==> config.mk <==
export PLATFORM = sky130hd
export DESIGN_NAME = cp0_unit
export DESIGN_NICKNAME = d
export VERILOG_FILES = /design/src/rtl/cp0_unit.sv
export SDC_FILE = /design/constraint.sdc
export NUM_CORES = 1
export LEC_CHECK = 0
export ABC_AREA = 1
export BUFFER_PORTS_ARGS = -buffer_cell sky130_fd_sc_hd__buf_2
export CORE_MARGIN = 2
export CORE_UTILIZATION = 50
export CTS_BUF_LIST = sky130_fd_sc_hd__clkbuf_4 sky130_fd_sc_hd__clkbuf_8
export DETAILED_ROUTE_END_ITERATION = 16
export GPL_TIMING_DRIVEN = 0
export MAX_ROUTING_LAYER = met4
export PLACE_DENSITY = 0.8
export SYNTH_ARGS = -nofsm -noshare
export SYNTH_HDL_FRONTEND = slang
export SYNTH_SLANG_ARGS = --single-unit
export TNS_END_PERCENT = 20
==> constraint.sdc <==
create_clock -name clk -period 1.89 [get_ports clk]
set_clock_uncertainty 0.05 [all_clocks]
set_input_delay 0 -clock clk [delete_from_list [all_inputs] [get_ports clk]]
set_output_delay 0 -clock clk [all_outputs]
set_load 0.01 [all_outputs]
==> src/rtl/cp0_unit.sv <==
// cp0_unit: coprocessor-0 for the M stage of the P7 MIPS pipeline.
// Holds SR/Cause/EPC/PRId, decides combinationally whether the current
// M-stage instruction (or a pending hardware interrupt) diverts the pipeline
// to the handler, and services mtc0/mfc0/eret.
module cp0_unit #(
    parameter logic [31:0] PRID = 32'h2018_0007
) (
    input  logic        clk,
    input  logic        reset,
    input  logic [4:0]  a1,
    input  logic [4:0]  a2,
    input  logic [31:0] din,
    input  logic        we,
    input  logic [31:0] pc_m,
    input  logic [4:0]  exccode_m,
    input  logic        bd_m,
    input  logic        m_valid,
    input  logic [5:0]  hwint,
    input  logic        exl_clr,
    output logic [31:0] dout,
    output logic [31:0] epc_out,
    output logic        int_req
);

    // Architectural state
    logic [5:0]  im_r;
    logic        exl_r;
    logic        ie_r;
    logic        bd_r;
    logic [5:0]  ip_r;
    logic [4:0]  exccode_r;
    logic [31:0] epc_r;

    // Request / datapath helpers
    logic        int_pend_s;
    logic        exc_pend_s;
    logic        int_req_s;
    logic [31:0] pc_aligned_s;
    logic [31:0] exc_epc_s;
    logic [31:0] din_aligned_s;
    logic        wr_sr_s;
    logic        wr_epc_s;
    logic [31:0] sr_s;
    logic [31:0] cause_s;

    assign sr_s    = {16'd0, im_r, 8'd0, exl_r, ie_r};
    assign cause_s = {bd_r, 15'd0, ip_r, 3'd0, exccode_r, 2'd0};

    // Request decision plus the EPC values a take or an mtc0 would capture.
    always_comb begin
        int_pend_s    = (|(hwint & im_r)) & ie_r & ~exl_r & m_valid;
        exc_pend_s    = (exccode_m != 5'd0) & ~exl_r;
        // Reset silences the request so nothing downstream flushes mid-reset.
        int_req_s     = (int_pend_s | exc_pend_s) & ~reset;
        pc_aligned_s  = pc_m & 32'hFFFF_FFFC;
        din_aligned_s = din & 32'hFFFF_FFFC;
        // Delay-slot victims restart at the branch; wraps modulo 2^32.
        if (bd_m) begin
            exc_epc_s = pc_aligned_s - 32'd4;
        end else begin
            exc_epc_s = pc_aligned_s;
        end
        // A take discards any mtc0 in the same cycle.
        wr_sr_s  = we & (a2 == 5'd12) & ~int_req_s;
        wr_epc_s = we & (a2 == 5'd14) & ~int_req_s;
    end

    assign int_req = int_req_s;

    // Forward an in-flight mtc0 EPC so an eret in the same cycle sees it.
    always_comb begin
        epc_out = epc_r;
        if (wr_epc_s) begin
            epc_out = din_aligned_s;
        end else begin
            epc_out = epc_r;
        end
    end

    // mfc0 read mux over current register contents (no write-through).
    always_comb begin
        dout = 32'd0;
        case (a1)
            5'd12:   dout = sr_s;
            5'd13:   dout = cause_s;
            5'd14:   dout = epc_r;
            5'd15:   dout = PRID;
            default: dout = 32'd0;
        endcase
    end

    // State update: reset, exception/interrupt take, otherwise mtc0/eret.
    always_ff @(posedge clk) begin
        if (reset) begin
            im_r      <= 6'd0;
            exl_r     <= 1'b0;
            ie_r      <= 1'b0;
            bd_r      <= 1'b0;
            ip_r      <= 6'd0;
            exccode_r <= 5'd0;
            epc_r     <= 32'd0;
        end else begin
            ip_r <= hwint;
            if (int_req_s) begin
                exl_r     <= 1'b1;
                bd_r      <= bd_m;
                // Interrupts outrank a same-cycle exception and record code 0.
                exccode_r <= int_pend_s ? 5'd0 : exccode_m;
                epc_r     <= exc_epc_s;
            end else begin
                if (wr_sr_s) begin
                    im_r  <= din[15:10];
                    ie_r  <= din[0];
                    // eret is applied after the mtc0 value.
                    exl_r <= exl_clr ? 1'b0 : din[1];
                end else if (exl_clr) begin
                    exl_r <= 1'b0;
                end else begin
                    exl_r <= exl_r;
                end
                if (wr_epc_s) begin
                    epc_r <= din_aligned_s;
                end else begin
                    epc_r <= epc_r;
                end
            end
        end
    end

endmodule

==> impl_results.md, run 1 <==
* RR Endpoint: im_r[1]
* Final hold violation count at 0
* Depth of the most critical reg-to-reg path at 12
* DR WL met3 at 1070 um
* Avg WL per Cell at 15.2 um
* M1 wire length at 5530 um
* Worst EP required at 1.84 ns
* Syn. warnings at 0
* Post-synthesis sequential area ratio at 27.8%
* Number of synthesized flops with an enable pin at 0
* Post-Synthesis Cells at 643
* Diodes inserted at 0
* Number of max-cap violations at 0
* Final setup fails at 25
* Vias at 4865
* DP HPWL at 10300 um
* Final worst slack at -0.0478 ns
* Worst hold path endpoint: epc_r[25]
* F_max at 516 MHz
* Hold depth at 5
* Main synth FF type: dfxtp_1
* Critical Path End Type: output port
* Pre-CTS setup slack at 0.251 ns
* Slew @ Worst Pin at 0.593 ns
* CP Max Fanout at 7
* Worst Hold Launch: din[25]
* Unrepaired setup endpoints after global routing: yes
* Site Rows at 31
* Core Box Area at 7250 um^2
* Worst min-delay path class: in -> reg
* Pwr dens at 531 nW/um^2
* DRT Pass-1 Iters at 5
* R2R Path Start: im_r[2]
* P_leak at 2.93 nW
* Die Wd at 90.6 um
* Final period utilization at 103%
* Footprint of the multi-input gates at 2390 um^2
* PortBufs at 151
* CP arrival at 1.89 ns
* Startpoint Class: input port
* Worst-skew pair later-pin latency at 0.31 ns
* Violated checks: negative setup slack
* Kind of critical path: in -> out
* First-pass GRT wire length at 20700 um
* Initial Util at 51.7%
* Total Wirelength at 14100 um
* Die height at 90.6 um
* Overall power at 2.81 mW
* VDD IR max at 0.329 mV
* CTS tree: built
* H-tree levels at 2
* Area of the mapped netlist at 3750 um^2
* Dpl cell area at 4630 um^2
* Synth top area cells: dfxtp_1 (28%), nand2_1 (19%), nand3_1 (11%)
* Post-synth top area share at 27.8%
* Total congestion overflow at 0
* Via/cell ratio at 5.25
* Initial antenna violation count at 0
* R2r setup slk at 0.16 ns
* Max Transition Viols Final at 0
* Synth Register Bits at 52
* Final ANT Viol Nets at 0
* Max_slew headroom at 60.1%
* Clock edge transition at the registers on the reported setup and hold paths at 0.10 ns
* Root Buffer: clkbuf_8
* Post-synth cell types at 37
* Yosys top cell by area: dfxtp_1
* Total Routing Usage GR at 32.1%
* Share of cells above drive strength 1 at 31.4%
* Vias in the first global route at 4420
* Die Footprint at 8210 um^2
* DRC viols at 0
* Fill cells at 612
* Largest net degree at the start of global routing at 18
* Post-synth net total at 735
* TNS Setup at -0.314 ns
* CTS sink cnt at 52
* Final Critical Period at 1.94 ns
* Synthesized area per cell at 5.83 um^2
* Initial drt markers at 283
* Routed wl met2 at 6980 um
* P&R area growth vs syn at 41.4%
* CTS Buffer Depth at 2
* Run status: finished, violations left
* Total CTS buffers at 5
* RePlAce Congestion at 0.932
* Final Instance Area at 5300 um^2
* FF+latch area at 1050 um^2
* Net count reported at finish at 919
* Uppermost layer routed: met4
* # IOs at 156
* Post-synth ARST share at 0%
-- critical path, stage by stage --
cell and delay (ns):
dlygate4sd3_1 0.54, buf_2 0.14, nor2_2 0.12, nand2_2 0.08
o21ai_4 0.22, nand2_8 0.09, nand2_8 0.11, nand2_8 0.10
buf_8 0.17, nand2_1 0.10, nand2_2 0.07, buf_2 0.14
-- cell type report --
| cell class | instances | share of cell area, % |
|---|---|---|
| plain buffers | 24 | 3.37 |
| clock buffers | 5 | 1.30 |
| clock inverters | 3 | 0.897 |
| inverters | 93 | 6.58 |
| multi-input cells | 474 | 45.0 |
| flip-flops and latches | 52 | 19.7 |
| well taps | 99 | 2.34 |
| repair buffers | 177 | 20.7 |
-- metal layers --
layer / vias up / GRT usage, %
li1: 2379 / -
met1: 2195 / 38.7
met2: 247 / 54.7
met3: 44 / 4.01
met4: 0 / 11.9
met5: - / -
-- Yosys cell counts, types with 5 or more instances --
cell type and n:
buf_4 6, clkbuf_1 8, nor2_1 88, nand3_1 83
nor2_2 9, nand2_1 190, nor3_1 6, dfxtp_1 52
xor2_1 13, buf_2 6, inv_1 90, nand4_1 5
a21oi_1 28, o21ai_0 19
-- what timing repair did --
| item | 4_1_cts | 5_1_grt |
|---|---|---|
| endpoints found under the hold margin | 20 | 0 |
| pin swaps | 1 | 10 |
| hold buffers | 20 | 0 |
| cloned | 0 | 2 |
| resized for setup | 4 | 74 |
| buffers inserted | 2 | 5 |
| endpoints found under the setup margin | 8 | 33 |
-- flip-flops by register name, summed over array words and instances (netlist names) --
register   cells
ip_r           6
exl_r          1
ie_r           1
exccode_r      5
epc_r         32
bd_r           1
im_r           6
-- cell usage in the layout (no fill, tap or decap), types with 2 or more instances in the layout --
cell type	instances
dlygate4sd3_1	20
clkinv_4	2
nand2_1	149
nor3_1	6
o21bai_1	2
clkbuf_1	8
buf_8	3
nor4_1	2
nand2_8	3
nor2_4	3
nor2_2	12
nand4_1	5
buf_4	10
nand2_2	39
buf_6	14
xnor2_1	2
buf_2	144
inv_2	5
xor2_1	13
a21oi_1	28
dfxtp_2	4
clkbuf_16	2
nand3_2	2
nand3b_1	3
inv_1	88
clkbuf_8	5
nand2_4	6
nand3_1	82
o21ai_0	19
dfxtp_1	48
nor2_1	85
-- through the flow --
step / std cells / util, % / hold WS, ns
floorplan: 643 / - / 0.0570
global placement: 893 / 63.8 / 0.171
detailed placement: 893 / 63.8 / 0.176
CTS: 923 / 68.7 / 0.00131
global route: 927 / 73.1 / 0.0386
finish: 927 / 73.1 / 0.00262
-- cell families after synthesis --
group / after synthesis / share of synthesized area, %
flops: 52 / 27.8
simple gates: 401 / 46.8
fa+ha+maj: 1 / 0.334
buf+inv: 117 / 13.3
compound gates: 57 / 8.31
xor+xnor: 15 / 3.50
-- worst max-delay path by stage --
stage,slack [ns],endpoint,depth (start not counted),startpoint
2_1_floorplan,0.42,epc_r[28],13,im_r[2]
3_3_place_gp,0.27,epc_r[27],9,pc_m[8]
3_5_place_dp,0.25,epc_out[26],12,im_r[2]
4_1_cts,0.005,epc_out[5],11,im_r[2]
5_1_grt,-0.11,epc_out[5],12,exccode_m[2]
6_report,-0.05,epc_out[5],12,exccode_m[2]
-- power by group --
part	leakage [nW]	total [mW]	internal, mW	switching, mW
clock	0.0583	0.805	0.400	0.405
sequential	0.431	1.22	1.17	0.0483
combinational	2.44	0.793	0.333	0.460
(Power assumes the default switching activity.)
==> inputs of run 2 (changes only) <==
--- a/config.mk
+++ b/config.mk
@@ -8,12 +8,12 @@
 export ABC_AREA = 1
 export BUFFER_PORTS_ARGS = -buffer_cell sky130_fd_sc_hd__buf_2
 export CORE_MARGIN = 2
-export CORE_UTILIZATION = 50
+export CORE_UTILIZATION = 30
 export CTS_BUF_LIST = sky130_fd_sc_hd__clkbuf_4 sky130_fd_sc_hd__clkbuf_8
 export DETAILED_ROUTE_END_ITERATION = 16
 export GPL_TIMING_DRIVEN = 0
 export MAX_ROUTING_LAYER = met4
-export PLACE_DENSITY = 0.8
+export PLACE_DENSITY = 0.51
 export SYNTH_ARGS = -nofsm -noshare
 export SYNTH_HDL_FRONTEND = slang
 export SYNTH_SLANG_ARGS = --single-unit
==> run 2 against run 1 <==
The flow finishes with violations (negative hold slack). Fmax up 3.5%. Routed wire length is 3.9% higher. Combinational power is 6.1% higher. Non-clock buffer count grew 4. Clock power is 15% lower. Core utilization fell by 27 points. Count of clock-buffer cells in the layout did not move. Register-to-register slack got worse by 0.05 ns. First-iteration DRC count decreased by 25%. Sequential share of layout area fell by 0.81 points. Largest power group unchanged.
==> impl_results.md, run 2 (synthesis results as in run 1) <==
* Run status: finished, violations left
* Violated checks: negative hold slack
* Final core occ at 45.8% (-27 points)
* Total congestion overflow at 0 (unchanged)
* Most common cell after layout, fill and taps aside: nand2_1
* Final setup fails at 0 (-100%)
* Worst EP required at 1.84 ns (about the same)
* Core Box Area at 12100 um^2 (+67%)
* Most frequent cells in the layout: nand2_1 (144), buf_2 (134), nor2_1 (88), inv_1 (88), nand3_1 (81)
* Final Critical Period at 1.87 ns (-0.0656 ns)
* Pwr dens at 495 nW/um^2 (-6.8%)
* P_leak at 2.97 nW (+1.4%)
* Kind of critical path: reg -> out
* Vias in the first global route at 4232 (-4.3%)
* Startpoint Class: register
* Die Wd at 116 um (+28%)
* R2r setup slk at 0.11 ns (-0.05 ns)
* Via/cell ratio at 4.56 (-13%)
* Unrepaired setup endpoints after global routing: yes
* Number of max-cap violations at 0 (unchanged)
* Overall power at 2.74 mW (-2.5%)
* Initial drt markers at 212 (-25%)
* Max FFs per register at 32 (unchanged)
* First-pass GRT wire length at 21300 um (+3.2%)
* Final ANT Viol Nets at 0 (unchanged)
* Largest Register: epc_r
* Min Hold Slack at -0.00502 ns (-0.00764 ns)
* Crit path largest cell delay at 0.35 ns (-0.19 ns)
* # IOs at 156 (unchanged)
* CP Max Fanout at 7 (unchanged)
* Post-Layout Cell Count at 1000 (+7.9%)
* CTS sink cnt at 52 (unchanged)
* DRC viols at 0 (unchanged)
* Net count reported at finish at 923 (+0.44%)
* Total Wirelength at 14600 um (+3.9%)
* Clock edge transition at the registers on the reported setup and hold paths at 0.10 ns (about the same)
* CP arrival at 1.82 ns (-0.07 ns)
* Worst hold path endpoint: epc_r[16]
* Top flop regs: epc_r (32), im_r (6), ip_r (6)
* Hold depth at 5 (unchanged)
* DP HPWL at 11500 um (+12%)
* CTS tree: built
* H-tree levels at 2 (unchanged)
* DRT Pass-1 Iters at 4 (-1)
* Initial Util at 31.0% (-21 points)
* F_max at 534 MHz (+3.5%)
* Final hold violation count at 1 (+1)
* Initial antenna violation count at 0 (unchanged)
* Critical Path End Type: output port
* RR Endpoint: epc_r[28]
* Total Routing Usage GR at 21.3% (-11 points)
* Vias at 4564 (-6.2%)
* Max_slew headroom at 61.7% (+1.6 points)
* PortBufs at 151 (unchanged)
* Avg WL per Cell at 14.6 um (-3.7%)
* Slew @ Worst Pin at 0.575 ns (-0.0188 ns)
* VDD IR max at 0.324 mV (-1.5%)
* Worst min-delay path class: in -> reg
* Final period utilization at 99.1% (-3.5 points)
* Max Transition Viols Final at 0 (unchanged)
* Worst Hold Launch: din[16]
* Die height at 116 um (+28%)
* R2R Path Start: im_r[1]
* Die Footprint at 13400 um^2 (+63%)
* Worst-skew pair later-pin latency at 0.32 ns (about the same)
* P&R area growth vs syn at 47.8%
* Total CTS buffers at 5 (unchanged)
* Depth of the most critical reg-to-reg path at 14 (+2)
* Share of cells above drive strength 1 at 32.1% (+0.69 points)
* Max stage delay cell, worst path: dfxtp_2
* CTS Buffer Depth at 2 (unchanged)
* Crit path cell chain: nand2_1 > nand2_1 > nor2_1 > nand2_1 > nand2_4 > nand2_8 > nand2_8 > nand2_8 > clkbuf_16 > nand2_2 > nand2_2 > buf_6
* RePlAce Congestion at 0.896 (-3.8%)
* Root Buffer: clkbuf_8
* Diodes inserted at 0 (unchanged)
* Largest net degree at the start of global routing at 18 (unchanged)
* Placed Cells at 962 (+7.7%)
* Site Rows at 40 (+29%)
## run 2: layer usage
layer	part of all wire [%]	up-vias	global-route usage, %
met4	1.3	0	5.40
li1	-	2381	-
met3	4.1	12	2.04
met5	0	-	-
met1	47	2061	29.0
met2	47	110	34.2
## run 2: where the power goes
part / switching (mW) / total [mW] / internal (mW)
clock network: 0.417 / 0.684 / 0.267
registers: 0.0494 / 1.22 / 1.17
logic: 0.467 / 0.841 / 0.374
## run 2: repair_timing
action	4_1_cts	5_1_grt
hold buffers	21	0
resized for setup	8	97
pin swaps	1	9
endpoints found under the setup margin	20	34
buffers inserted	2	6
gates cloned	0	3
hold endpoints to repair	21	0
## run 2: layout make-up
class / count / area [um^2]
Buffer: 24 / 183
Clock buffer: 5 / 68.8
Clock inverter: 3 / 22.5
Fill cell: 1361 / 6570
Inverter: 93 / 352
Multi-Input combinational cell: 474 / 2440
Sequential cell: 52 / 1050
Tap cell: 168 / 210
Timing Repair Buffer: 181 / 1220
## run 2: worst max-delay path: cells and delay by family, from the launching register on
family                 cells  cell delay (ns)
buffers and inverters      2             0.33
flip-flops                 1             0.35
AND/OR/NAND/NOR           10             0.82
## run 2: worst max path at each step
stage                 start           to  slack, ns  cells past startpoint
floorplan           im_r[2]    epc_r[28]       0.42                     13
global placement    pc_m[2]    epc_r[28]       0.17                     14
detailed placement  pc_m[2]    epc_r[28]       0.18                     14
CTS                 im_r[2]  epc_out[24]     -0.002                     13
global route        im_r[0]  epc_out[17]      -0.11                     12
finish              im_r[1]  epc_out[17]       0.02                     12
## run 2: stage by stage
step                 TNS, ns  area, um^2  hold slack (ns)  setup slack, ns
floorplan                  0        3750           0.0570            0.419
global placement           0        4720            0.171            0.174
detailed placement         0        4720            0.174            0.183
CTS                 -0.00389        5060         0.000508         -0.00248
global route           -2.98        5540           0.0348           -0.114
finish                     0        5540         -0.00502           0.0178
